===== config.mk =====
export PLATFORM = sky130hd
export DESIGN_NAME = dstack_ctrl
export DESIGN_NICKNAME = d
export VERILOG_FILES = /design/src/rtl/dstack_ctrl.sv
export SDC_FILE = /design/constraint.sdc
export NUM_CORES = 1
export LEC_CHECK = 0
export BUFFER_PORTS_ARGS = -buffer_cell sky130_fd_sc_hd__buf_2
export CAP_MARGIN = 20
export CORE_UTILIZATION = 25
export CTS_BUF_LIST = sky130_fd_sc_hd__clkbuf_16
export CTS_CLUSTER_DIAMETER = 50
export DETAILED_ROUTE_END_ITERATION = 12
export HOLD_SLACK_MARGIN = 0.05
export SYNTH_ARGS = -nofsm -noshare
export SYNTH_HDL_FRONTEND = slang
export SYNTH_SLANG_ARGS = --single-unit

===== constraint.sdc =====
create_clock -name clk -period 2.68 [get_ports clk]
set_input_delay 0.268 -clock clk [delete_from_list [all_inputs] [get_ports clk]]
set_output_delay 0.268 -clock clk [all_outputs]
set_load 0.1 [all_outputs]

===== src/rtl/dstack_ctrl.sv =====
// dstack_ctrl -- data-stack controller for the Forth core.
// Holds top-of-stack in a register and tracks stack depth. Core stack ops are
// translated into the we/delta/wd command stream of the RAM-backed stack that
// sits downstream; that stack's read word (NOS) comes back on stk_rd.
// Over/underflowing ops are suppressed completely and raise sticky flags.

module dstack_ctrl #(
  parameter int WIDTH = 16,
  parameter int DEPTH = 512,
  localparam int DW = $clog2(DEPTH + 2)
) (
  input  logic             clk,
  input  logic             rst_n,
  input  logic             op_valid,
  input  logic [2:0]       op,
  input  logic [WIDTH-1:0] din,
  input  logic             clr_err,
  output logic             stk_we,
  output logic [1:0]       stk_delta,
  output logic [WIDTH-1:0] stk_wd,
  input  logic [WIDTH-1:0] stk_rd,
  output logic [WIDTH-1:0] tos,
  output logic [WIDTH-1:0] nos,
  output logic [DW-1:0]    depth,
  output logic             empty,
  output logic             full,
  output logic             ovf,
  output logic             unf
);

  // Op encoding used by the core.
  localparam logic [2:0] OP_NOP   = 3'd0;
  localparam logic [2:0] OP_PUSH  = 3'd1;
  localparam logic [2:0] OP_DROP  = 3'd2;
  localparam logic [2:0] OP_LOAD  = 3'd3;
  localparam logic [2:0] OP_SWAP  = 3'd4;
  localparam logic [2:0] OP_DUP   = 3'd5;
  localparam logic [2:0] OP_OVER  = 3'd6;
  localparam logic [2:0] OP_NIPLD = 3'd7;

  // Pointer movement commands for the RAM stack (2-bit two's complement).
  localparam logic [1:0] DELTA_HOLD = 2'b00;
  localparam logic [1:0] DELTA_INC  = 2'b01;
  localparam logic [1:0] DELTA_DEC  = 2'b11;

  // Depth constants; capacity is the RAM entries plus the TOS register.
  localparam logic [DW-1:0] D_ZERO = DW'(0);
  localparam logic [DW-1:0] D_ONE  = DW'(1);
  localparam logic [DW-1:0] D_TWO  = DW'(2);
  localparam logic [DW-1:0] D_MAX  = DW'(DEPTH + 1);

  // Op needs more items than the stack currently holds.
  function automatic logic f_underflow(input logic [2:0] op_f,
                                       input logic [DW-1:0] depth_f);
    logic hit;
    hit = 1'b0;
    case (op_f)
      OP_DROP, OP_LOAD, OP_DUP:    hit = (depth_f == D_ZERO);
      OP_SWAP, OP_OVER, OP_NIPLD:  hit = (depth_f < D_TWO);
      default:                     hit = 1'b0;
    endcase
    return hit;
  endfunction

  // Op would grow a stack that is already at full capacity.
  function automatic logic f_overflow(input logic [2:0] op_f,
                                      input logic [DW-1:0] depth_f);
    logic hit;
    hit = 1'b0;
    case (op_f)
      OP_PUSH, OP_DUP, OP_OVER: hit = (depth_f == D_MAX);
      default:                  hit = 1'b0;
    endcase
    return hit;
  endfunction

  logic [WIDTH-1:0] tos_r;
  logic [DW-1:0]    depth_r;
  logic             ovf_r;
  logic             unf_r;

  logic [2:0]       op_s;
  logic             unf_hit_s;
  logic             ovf_hit_s;
  logic             we_s;
  logic [1:0]       delta_s;
  logic [WIDTH-1:0] tos_nxt_s;
  logic [DW-1:0]    depth_nxt_s;

  // Decode the op into the RAM command and the next TOS/depth.
  always_comb begin
    op_s        = op_valid ? op : OP_NOP;
    unf_hit_s   = f_underflow(op_s, depth_r);
    ovf_hit_s   = f_overflow(op_s, depth_r);
    we_s        = 1'b0;
    delta_s     = DELTA_HOLD;
    tos_nxt_s   = tos_r;
    depth_nxt_s = depth_r;
    if (unf_hit_s || ovf_hit_s) begin
      // Faulting op leaves the stack and RAM untouched.
      we_s        = 1'b0;
      delta_s     = DELTA_HOLD;
      tos_nxt_s   = tos_r;
      depth_nxt_s = depth_r;
    end else begin
      case (op_s)
        OP_PUSH: begin
          tos_nxt_s   = din;
          depth_nxt_s = depth_r + D_ONE;
          if (depth_r == D_ZERO) begin
            // First item lives only in TOS; nothing to spill.
            we_s    = 1'b0;
            delta_s = DELTA_HOLD;
          end else begin
            we_s    = 1'b1;
            delta_s = DELTA_INC;
          end
        end
        OP_DROP: begin
          depth_nxt_s = depth_r - D_ONE;
          if (depth_r == D_ONE) begin
            // Last item leaves TOS; RAM holds nothing to pop.
            we_s      = 1'b0;
            delta_s   = DELTA_HOLD;
            tos_nxt_s = '0;
          end else begin
            we_s      = 1'b0;
            delta_s   = DELTA_DEC;
            tos_nxt_s = stk_rd;
          end
        end
        OP_LOAD: begin
          we_s      = 1'b0;
          delta_s   = DELTA_HOLD;
          tos_nxt_s = din;
        end
        OP_SWAP: begin
          // Old TOS overwrites the NOS slot in place.
          we_s      = 1'b1;
          delta_s   = DELTA_HOLD;
          tos_nxt_s = stk_rd;
        end
        OP_DUP: begin
          we_s        = 1'b1;
          delta_s     = DELTA_INC;
          depth_nxt_s = depth_r + D_ONE;
        end
        OP_OVER: begin
          we_s        = 1'b1;
          delta_s     = DELTA_INC;
          tos_nxt_s   = stk_rd;
          depth_nxt_s = depth_r + D_ONE;
        end
        OP_NIPLD: begin
          // Binary ALU result replaces TOS and NOS.
          tos_nxt_s   = din;
          depth_nxt_s = depth_r - D_ONE;
          if (depth_r == D_ONE) begin
            we_s    = 1'b0;
            delta_s = DELTA_HOLD;
          end else begin
            we_s    = 1'b0;
            delta_s = DELTA_DEC;
          end
        end
        default: begin
          we_s        = 1'b0;
          delta_s     = DELTA_HOLD;
          tos_nxt_s   = tos_r;
          depth_nxt_s = depth_r;
        end
      endcase
    end
  end

  // TOS and depth registers; reset is shared with the RAM stack pointer.
  always_ff @(posedge clk or negedge rst_n) begin
    if (!rst_n) begin
      tos_r   <= '0;
      depth_r <= D_ZERO;
    end else begin
      tos_r   <= tos_nxt_s;
      depth_r <= depth_nxt_s;
    end
  end

  // Sticky error flags; a fault in the clearing cycle keeps the flag set.
  always_ff @(posedge clk or negedge rst_n) begin
    if (!rst_n) begin
      ovf_r <= 1'b0;
      unf_r <= 1'b0;
    end else begin
      ovf_r <= ovf_hit_s | (ovf_r & ~clr_err);
      unf_r <= unf_hit_s | (unf_r & ~clr_err);
    end
  end

  // RAM commands are quiet while reset is asserted.
  assign stk_we    = rst_n & we_s;
  assign stk_delta = rst_n ? delta_s : DELTA_HOLD;
  assign stk_wd    = tos_r;

  assign tos   = tos_r;
  assign nos   = stk_rd;
  assign depth = depth_r;
  assign empty = (depth_r == D_ZERO);
  assign full  = (depth_r == D_MAX);
  assign ovf   = ovf_r;
  assign unf   = unf_r;

endmodule

==> impl.org <==
** Status
- Run status :: finished clean

** Setup path
- In this run the worst path has a maximum fanout of 9.
- Cell family contributing the most delay on the critical path :: simple AND/OR/NAND/NOR gates
- In this run the worst setup path terminates at stk_delta[0].
- The critical path goes through or4_4, nor2_1, o21ai_0, a221oi_2, nor3_4, buf_12.
- The critical path starts at depth[4].
- Counting buffers and inverters, the worst setup path is 6 cells deep.
- Critical path's slowest cell :: sky130_fd_sc_hd__or4_4
- The worst setup path is launched from a flip-flop.
- Setup slack on the worst reg-to-reg path comes out at roughly 0.25 ns.
- Sum of buffers and inverters on the critical path :: 1
- Data arrives at the worst endpoint at 2.33 ns.
- Reg2Reg Launch Point :: depth[4]
- Endpoint of the worst-slack reg-to-reg timing path :: stk_wd[13]
- Class of the most critical setup path :: reg -> out
- For the worst setup path, the data required time is 2.41 ns.
- Kind of end point of the critical path :: output port
- Cell depth of the worst flop-to-flop path :: 5
- Slowest stage delay, CP :: about 0.60 ns

** Timing
- Final worst-path cycle share :: 97.0%
- For the finished layout, the period the worst path requires is 2.60 ns.
- At the pin with the least slew margin, the transition time is 0.894 ns.
- RSZ-0062 raised after global routing :: false
- On the final layout, the worst clock skew is 0.00537 ns.
- Final hold violation count :: 0
- The number of max-slew violations in the final report is 0.
- Final critical-path setup slack :: 0.0809 ns
- Final-report setup violation count :: 0
- Across all hold checks on the routed design, the worst slack comes to 0.195 ns.
- Derived from the worst setup path, the maximum achievable clock frequency is 0.385 GHz.
- In this run the tightest slew margin relative to its limit is 40.4%.

** Place
- OpenSTA, run right after detailed placement, puts the worst setup slack at -0.000280 ns.
- Detail Placement HPWL :: 4060 µm
- PortBufs :: slightly above 100
- Number of placed instances with taps included :: 379
- Routability-driven placement finished with a final weighted congestion of 0.868.

** Final layout
- Post-layout utilization of the core :: 34.7%
- Compared with the post-synthesis result, the final layout area differs by 32.5%.
- Of the cells placed in the final design, the portion with a size suffix greater than 1 is approximately 55%.
- At the end of the flow, the number of nets in the layout was 328.
- Highest-count cells in the layout ignoring fill and taps :: sky130_fd_sc_hd__buf_2 (101), sky130_fd_sc_hd__dfrtp_1 (20), sky130_fd_sc_hd__a22o_1 (16), sky130_fd_sc_hd__nand2_1 (15)
- The library cell used most frequently in the layout, excluding fill and tap cells, is sky130_fd_sc_hd__buf_2.
- Final std cells w/o fill :: 386
- The number of antenna diodes in the final layout is 0.

** Yosys
- Among all flip-flop cells after synthesis, the most frequent one is sky130_fd_sc_hd__dfrtp_1.
- Cell types occupying the most area after synthesis :: sky130_fd_sc_hd__dfrtp_1 (34%), sky130_fd_sc_hd__buf_4 (12%), sky130_fd_sc_hd__mux2_4 (7.3%)
- Summing every instance area after synthesis gives around 0.0021 mm².
- Count of yosys warnings during synthesis :: 0
- Share of flip-flops with an asynchronous set or reset :: 100%
- The synthesized netlist contains 43 unique library cells.
- After synthesis the netlist holds a flip-flop and latch count of 28.
- Sequential elements use roughly a third of the synthesized area.
- Dividing the synthesized area by the synthesized cell count gives 9.78 µm².
- Yosys top cell by area :: sky130_fd_sc_hd__dfrtp_1
- Summed over its instances, the top area cell type makes up 34.1% of the synthesized netlist area.
- Cell count after synthesis :: 210
- Number of enable-type register cells in the synthesized netlist :: 0
- Synthesized Nets :: 253

** Floorplan
- The initialized floorplan defines 32 standard-cell rows.
- Width of the chip :: about 93 µm
- Number of placed I/O pins :: 104
- Std-Cell Core Area :: 0.00785 mm²
- Effective utilization at floorplan :: 26.2%
- The die covers 0.00858 mm².
- The die is 92.7 µm tall.

** Clocking
- TritonCTS created 3 clock buffers.
- The tree is rooted in a sky130_fd_sc_hd__clkbuf_16.
- TritonCTS built the clock tree.
- Num Clock Sinks :: 28
- Number of buffers on the longest clock path :: 2
- Clock transition time at the flip-flop clock pins of the worst setup and hold paths :: ~0.080 ns
- H-tree depth :: 1
- For the worst-skew pair, the clock arrives at the later sink with an insertion delay of ~0.27 ns.

** Flow run
- Max-cap violations in this run came to 0.

** Worst hold path
- The path class of the tightest hold or removal check is in -> reg.

** Routing
- DRC violations left :: 0
- The detail route stage leaves a number of antenna-violating nets equal to 0.
- Total length of routed wires :: 5330 µm
- First-pass DRT Iterations :: 4
- Drt wl/cell :: 13.8 µm
- The routed layout has 1826 vias.
- DR vias/cell :: 4.73
- For this block, the initial DRC count from the detailed router was 57.

** Global route
- Overflow after GRT :: 0
- For this run, the total global-route usage over all layers was measured as 12.3%.
- Pin count of the biggest net entering global routing :: 30
- Vias in the first global route :: 1709
- Initial antenna violation count :: 0
- The first global-routing pass estimated 8370 µm of wire.
-- synth_stat cells (all sizes together) (2+ instances only) --
cell,instances
a211oi,2
a21oi,3
a22o,16
and3b,2
and4,2
buf,40
dfrtp,28
ha,4
inv,9
mux2,16
nand2,16
nand2b,2
nand3,4
nand3b,2
nor2,10
nor2b,2
nor3,7
nor4,2
o21ai,7
o22ai,3
o32ai,2
or2,2
or3,3
or4,5
xnor2,10
xor2,2
-- cell families after synthesis --
logic type	share of synthesized area, %
AO/OA/AOI/OAI	15.4
AND/OR/NAND/NOR	16.3
buffers and inverters	16.1
multiplexers	10.6
XOR/XNOR	5.12
adder cells (fa/ha/maj)	2.44
flip-flops	34.1
-- flip-flops by register name, summed over array words and instances, names as in the netlist --
| register | count |
|---|---|
| ovf | 1 |
| stk_wd | 16 |
| depth | 10 |
| unf | 1 |
-- layer usage --
layer  up-vias  track usage (%)  wire, µm
li1        870                -         -
met1       872             16.5      2480
met2        79             20.8      2490
met3         5             2.05       320
met4         0             2.69        36
met5         -                0         0
-- repair_timing --
action                                  4_1_cts  5_1_grt
buffers inserted                              0        2
hold buffers                                  1        0
resized for setup                             3        0
cloned                                        0        0
endpoints found under the setup margin        8       18
hold endpoints to repair                     28        0
pin swaps                                     1        2
-- how the worst min path moves through the flow --
| stage | depth (start not counted) | end | from |
|---|---|---|---|
| 5_1_grt | 2 | ovf | clr_err |
| 2_1_floorplan | 0 | depth[2] | rst_n |
| 3_5_place_dp | 2 | unf | rst_n |
| 4_1_cts | 2 | ovf | clr_err |
| 6_report | 2 | unf | clr_err |
| 3_3_place_gp | 2 | ovf | rst_n |
-- area by class of cell --
cell class	instances	area [µm²]
sequential	28	716
timing repair buffer	111	621
clock inverter	1	30.0
tap	102	128
inverter	9	38.8
clock buffer	3	75.1
fill	830	5130
multi-input combinational	132	1110
-- metrics by stage --
stage / TNS, ns / area [µm²]
2_1_floorplan: -0.307 / 2150
3_3_place_gp: 0 / 2560
3_5_place_dp: -0.000280 / 2560
4_1_cts: 0 / 2690
5_1_grt: 0 / 2720
6_report: 0 / 2720
Power is left out: the tool's default activity adds up to more than one toggle a clock period on the data nets, which glitch-free logic cannot reach.
